--- config.mk ---
export PLATFORM = sky130hd
export DESIGN_NAME = carry_look_ahead_4bit_core
export DESIGN_NICKNAME = d
export VERILOG_FILES = /design/src/rtl/carry_look_ahead_4bit_core.sv
export SDC_FILE = /design/constraint.sdc
export NUM_CORES = 1
export LEC_CHECK = 0
export ABC_AREA = 0
export CORE_AREA = 2 2 39 41
export CTS_BUF_LIST = sky130_fd_sc_hd__clkbuf_4 sky130_fd_sc_hd__clkbuf_8 sky130_fd_sc_hd__clkbuf_16
export DETAILED_ROUTE_END_ITERATION = 12
export DIE_AREA = 0 0 41 43
export GPL_ROUTABILITY_DRIVEN = 0
export PLACE_DENSITY = 0.68
export RECOVER_POWER = 100
export SLEW_MARGIN = 20
export SYNTH_ARGS = -nofsm -noshare
export SYNTH_HDL_FRONTEND = slang
export SYNTH_SLANG_ARGS = --single-unit
--- constraint.sdc ---
create_clock -name clk -period 1.9 [get_ports clk]
set_input_delay 0.38 -clock clk [delete_from_list [all_inputs] [get_ports clk]]
set_output_delay 0.38 -clock clk [all_outputs]
set_load 0.005 [all_outputs]
--- src/rtl/carry_look_ahead_4bit_core.sv ---
// carry_look_ahead_4bit_core: registered 4-bit flat carry-look-ahead adder, REG_IN adds an input stage.
// Define CLA_GROUP_PG_EN to add registered group propagate/generate outputs for cascading.
module carry_look_ahead_4bit_core #(
  parameter bit REG_IN = 1'b0
) (
  input  logic       clk,
  input  logic       rst_n,
  input  logic [3:0] a_i,
  input  logic [3:0] b_i,
  input  logic       cin_i,
  input  logic       in_valid_i,
  output logic [3:0] sum_o,
  output logic       cout_o,
  output logic [4:0] out_o,
  output logic       out_valid_o
`ifdef CLA_GROUP_PG_EN
  ,
  output logic       grp_p_o,
  output logic       grp_g_o
`endif
);
  logic [3:0] a_s, b_s;
  logic       cin_s, vld_s;
  generate
    if (REG_IN) begin : g_in_reg
      logic [3:0] a_q, b_q;
      logic       cin_q, vld_q;
      always_ff @(posedge clk or negedge rst_n) begin
        if (!rst_n) begin
          a_q   <= '0;
          b_q   <= '0;
          cin_q <= 1'b0;
          vld_q <= 1'b0;
        end else begin
          a_q   <= a_i;
          b_q   <= b_i;
          cin_q <= cin_i;
          vld_q <= in_valid_i;
        end
      end
      assign a_s   = a_q;
      assign b_s   = b_q;
      assign cin_s = cin_q;
      assign vld_s = vld_q;
    end else begin : g_in_comb
      assign a_s   = a_i;
      assign b_s   = b_i;
      assign cin_s = cin_i;
      assign vld_s = in_valid_i;
    end
  endgenerate
  logic [3:0] g, p;
  logic [4:0] c;
  // Two-level sum-of-products carries: no carry depends on another carry.
  always_comb begin
    g    = a_s & b_s;
    p    = a_s ^ b_s;
    c[0] = cin_s;
    c[1] = g[0] | (p[0] & cin_s);
    c[2] = g[1] | (p[1] & g[0]) | (p[1] & p[0] & cin_s);
    c[3] = g[2] | (p[2] & g[1]) | (p[2] & p[1] & g[0]) | (p[2] & p[1] & p[0] & cin_s);
    c[4] = g[3] | (p[3] & g[2]) | (p[3] & p[2] & g[1]) | (p[3] & p[2] & p[1] & g[0])
         | (p[3] & p[2] & p[1] & p[0] & cin_s);
  end
  logic [3:0] sum_q, sum_d;
  logic       cout_q, cout_d, vld_q;
  assign sum_d  = vld_s ? (p ^ c[3:0]) : sum_q;
  assign cout_d = vld_s ? c[4] : cout_q;
  always_ff @(posedge clk or negedge rst_n) begin
    if (!rst_n) begin
      sum_q  <= '0;
      cout_q <= 1'b0;
      vld_q  <= 1'b0;
    end else begin
      sum_q  <= sum_d;
      cout_q <= cout_d;
      vld_q  <= vld_s;
    end
  end
  assign sum_o       = sum_q;
  assign cout_o      = cout_q;
  assign out_o       = {cout_q, sum_q};
  assign out_valid_o = vld_q;
`ifdef CLA_GROUP_PG_EN
  logic grp_p_q, grp_p_d, grp_g_q, grp_g_d;
  assign grp_p_d = vld_s ? (&p) : grp_p_q;
  assign grp_g_d = vld_s ? (g[3] | (p[3] & g[2]) | (p[3] & p[2] & g[1]) | (p[3] & p[2] & p[1] & g[0])) : grp_g_q;
  always_ff @(posedge clk or negedge rst_n) begin
    if (!rst_n) begin
      grp_p_q <= 1'b0;
      grp_g_q <= 1'b0;
    end else begin
      grp_p_q <= grp_p_d;
      grp_g_q <= grp_g_d;
    end
  end
  assign grp_p_o = grp_p_q;
  assign grp_g_o = grp_g_q;
`endif
endmodule

; After elaboration in Yosys (flattened, before gate mapping)
; Cells that the tools add are included.
[op_classes]
n_bitwise = 29
[op_table]
columns = op, count
row1 = $and 1x1->1, 16
row2 = $or 1x1->1, 10
row3 = $xor 4x4->4, 2
row4 = $and 4x4->4, 1
[totals]
inputBits = 12
register_bits = 6
wordCells = 32
out_inout_bits = 11

; Longest topological paths before layout
[logic_depth]
depth_word = 6
mapped_depth = 4

; Least setup slack after synthesis
; OpenSTA, ideal clock, no wires.
[synth_timing]
path_kind = input to register
startpoint = in a_i[0]
endpoint = reg sum_q[1], in the netlist sum_o[1]
required_ns = 1.775
path_stages = 4
setup_ns = 0.125
n_path_buf = 0
setup_slack_ns = 0.569
arrival_ns = 1.207
cell_sequence = inv_1 > fa_1 > xnor2_1 > mux2_2
[synth_between]
elab_chain_len = 4
[synth_rtl]
columns = element, line_no
row1 = from (decl), 8  ; input logic [3:0] a_i,
row2 = $xor 4x4->4, 57  ; p = a_s ^ b_s;
row3 = $and 1x1->1, 59  ; c[1] = g[0] | (p[0] & cin_s);
row4 = $or 1x1->1 (*), 59
row5 = $xor 4x4->4 (*), 67  ; assign sum_d = vld_s ? (p ^ c[3:0]) : sum_q;
row6 = to (signal assigned), 75  ; sum_q <= sum_d;
row7 = to (decl), 65  ; logic [3:0] sum_q, sum_d;
; Mark *: on every way between the ends. The rest lies on a longest branch, timed or not.
; A chain may end at the register's enable or synchronous reset.

; Worst setup path after layout
[layout_timing]
startpoint = in a_i[0]
endpoint = reg cout_q, in the netlist cout_o
[layout_between]
elab_chain_len = 4
[layout_rtl]
columns = element, line_no
row1 = $and 4x4->4 or $xor 4x4->4 (tied branches), "56, 57"
row2 = "$and 1x1->1, on equally long branches", "62, 63"
row3 = $or 1x1->1 or $and 1x1->1 (tied branches), "62, 63"
row4 = $or 1x1->1 (*), 63  ; | (p[3] & p[2] & p[1] & p[0] & cin_s);
row5 = to (signal assigned), 76  ; cout_q <= cout_d;
row6 = to (decl), 66  ; logic cout_q, cout_d, vld_q;
; Marked as above.

==> flow_summary.yaml <==
outcome:
  outcome: "completed"
synth:
  synth_ff_type: "dfrtp_1"
  postSynthAreaPerCell_um2: 10.2
  synth_top_area_cell: "dfrtp_1"
  synth_area_leaders: "dfrtp_1 34%, ha_1 11%, buf_4 8.6%, inv_1 5.2%, fa_1 4.6%"
  ys_seq_area_share_pct: 34.4
  synth_top_area_share_pct: 34.4
  mappedNetlistNets: 60
  synth-edff-count: 0
  async_flop_share_pct: 100
  ys_ff_latch: 6
  synth_cells: 43
  ys_types: 24
  synth_common_cells: "6 x dfrtp_1, 6 x inv_1, 5 x buf_4, 4 x ha_1"
  synth_area_um2: 437
  ys_warn_count: 0
worst_setup_path:
  endpoint_kind: "register"
  worstPathArrival_ps: 1820
  start_kind: "input pin"
  worstPathMaxFanout: 3
  critPathRequiredTime_ps: 2020
  worstSetupPathType: "input pin to register"
die:
  die_y_um: 43
  die-area_um2: 1760
  core_um2: 1380
  io_pins: 23
  die_w_um: 41
  start_util_pct: 31.6
  rows: 14
global_route:
  grt_antenna_before_repair: 0
  grt_max_degree: 7
  grt_pass1_wl_um: 1380
  grt_pass1_vias: 361
  gr-total-overflow: 0
  grt_use_total_pct: 11.8
cts:
  h-tree-depth: 1
  clock_latency_ps: 240
  ctsHoldBuffers: 0
  clock-sinks: 6
  clk_path_buf_depth: 2
  cts_setup_buffers: 0
  cts_buffers: 3
  cts_tree: "built"
  cts_resized: 0
  clk_pin_slew_worst_paths_ps: 40
  cts_root_buf: "clkbuf_4"
flow_run:
  max-cap-violations: 0
timing:
  finalCriticalPeriod_ps: 1710
  relSlewSlack_pct: 82.2
  whs_ps: 447
  setup_viol: 0
  finalHoldViolations: 0
  tns_ps: 0
  final_max_slew_viol_count: 0
  finalCritPeriodShare_pct: 89.9
  grt_setup_unrepaired: "no"
  fmax_mhz: 585
  tightest_slew_ps: 264
  finClkSkew_ps: 0
drt:
  totalWireLength_um: 824
  ant_nets: 0
  drc: 0
  routed-via-count: 389
  dr.pass1.iters: 4
  wl_per_cell_um: 10.3
  drtIter0Drc: 4
  avgViaCountPerCell: 4.86
placement:
  dp_hpwl_um: 688
  io_buffers: 22
final_layout:
  synthToLayoutAreaGrowth_pct: 53.9
  layout-drive-gt1-share_pct: 10.9
  diodes: 0
  final_nets: 83
  n_fill_cell: 139
min_path:
  hold_path_class: "input pin to async pin"
power_and_ir_drop:
  leakagePower_nw: 0.309
  ir_drop_mv: 0.228
  powerDensity_nw_per_um2: 660
  p_total_w: 0.000443
[registers in the layout (all words and copies together) (netlist names)]
signal,count
cout_o,1
out_valid_o,1
sum_o,4
[logic make-up (layout without fill, tap and decap cells)]
logic type	Yosys count	after routing	synth area share, %
buf+inv	12	33	14.9
fa+ha+maj	5	5	16.0
compound gates	11	11	18.1
mux	3	3	7.16
simple gates	5	5	7.45
xor+xnor	1	1	2.01
flops	6	6	34.4
[path summary, 6_finish.rpt]
check,cells past startpoint,start,end,slack [ps]
min reg2reg,2,cout_o$_DFFE_PN0P_,cout_o$_DFFE_PN0P_,520
min in group clk,2,cout_o$_DFFE_PN0P_,cout_o$_DFFE_PN0P_,520
max reg2reg,1,sum_o[1]$_DFFE_PN0P_,sum_o[1]$_DFFE_PN0P_,1130
min,1,rst_n,sum_o[0]$_DFFE_PN0P_,450
max,5,a_i[0],cout_o$_DFFE_PN0P_,190
max in group asynchronous,1,rst_n,out_valid_o$_DFF_PN0_,1240
[cell type report]
cell class / instances / area (um^2) / share of cell area (%)
timing repair buffer: 24 / 235 / 35.0
tap: 16 / 20.0 / 2.98
clock buffer: 3 / 22.5 / 3.35
multi-input combinational: 25 / 221 / 33.0
inverter: 6 / 22.5 / 3.35
sequential: 6 / 150 / 22.3
[layout by cell type (no fill, tap or decap)]
master           count
dlygate4sd3_1       14
clkbuf_4             3
a211o_1              1
o22ai_1              1
o21a_1               1
nand4_1              1
ha_1                 4
nand2b_1             1
mux2i_1              2
nand3b_1             1
o2111ai_1            1
a211oi_1             1
a211oi_2             1
o21ai_0              3
inv_1                6
a21o_1               1
buf_4                2
xnor2_1              1
clkdlybuf4s50_1      8
mux2_2               1
nand2_1              1
dfrtp_1              6
fa_1                 1
a21oi_1              1
nand4b_1             1
[metal layers]
metal | up-vias | global-route usage [%] | wire (um)
met4 | 0 | 12.0 | 0
li1 | 190 | - | -
met5 | - | 0 | 0
met3 | 0 | 1.57 | 45
met2 | 17 | 17.2 | 411
met1 | 182 | 13.4 | 366
[critical path: stages]
cell and delay, ps:
dlygate4sd3_1 560, ha_1 340, a211o_1 290, a21oi_1 150, o21ai_0 100
[report_power, final]
group          internal, W  switching, W
Sequential        0.000149     0.0000130
Combinational     0.000106     0.0000623
Clock            0.0000711     0.0000414
Total             0.000327      0.000117
[stage by stage]
stage	utilization, %	instance area (um^2)	cells	worst slack [ps]
final	48.6	672	80	191
after global routing	48.6	672	80	116
after CTS	48.6	672	80	286
after detailed placement	46.9	649	77	28.5
after floorplan	-	437	43	569
after global placement	46.9	649	77	54.7
Power figures use the tool's default switching activity.
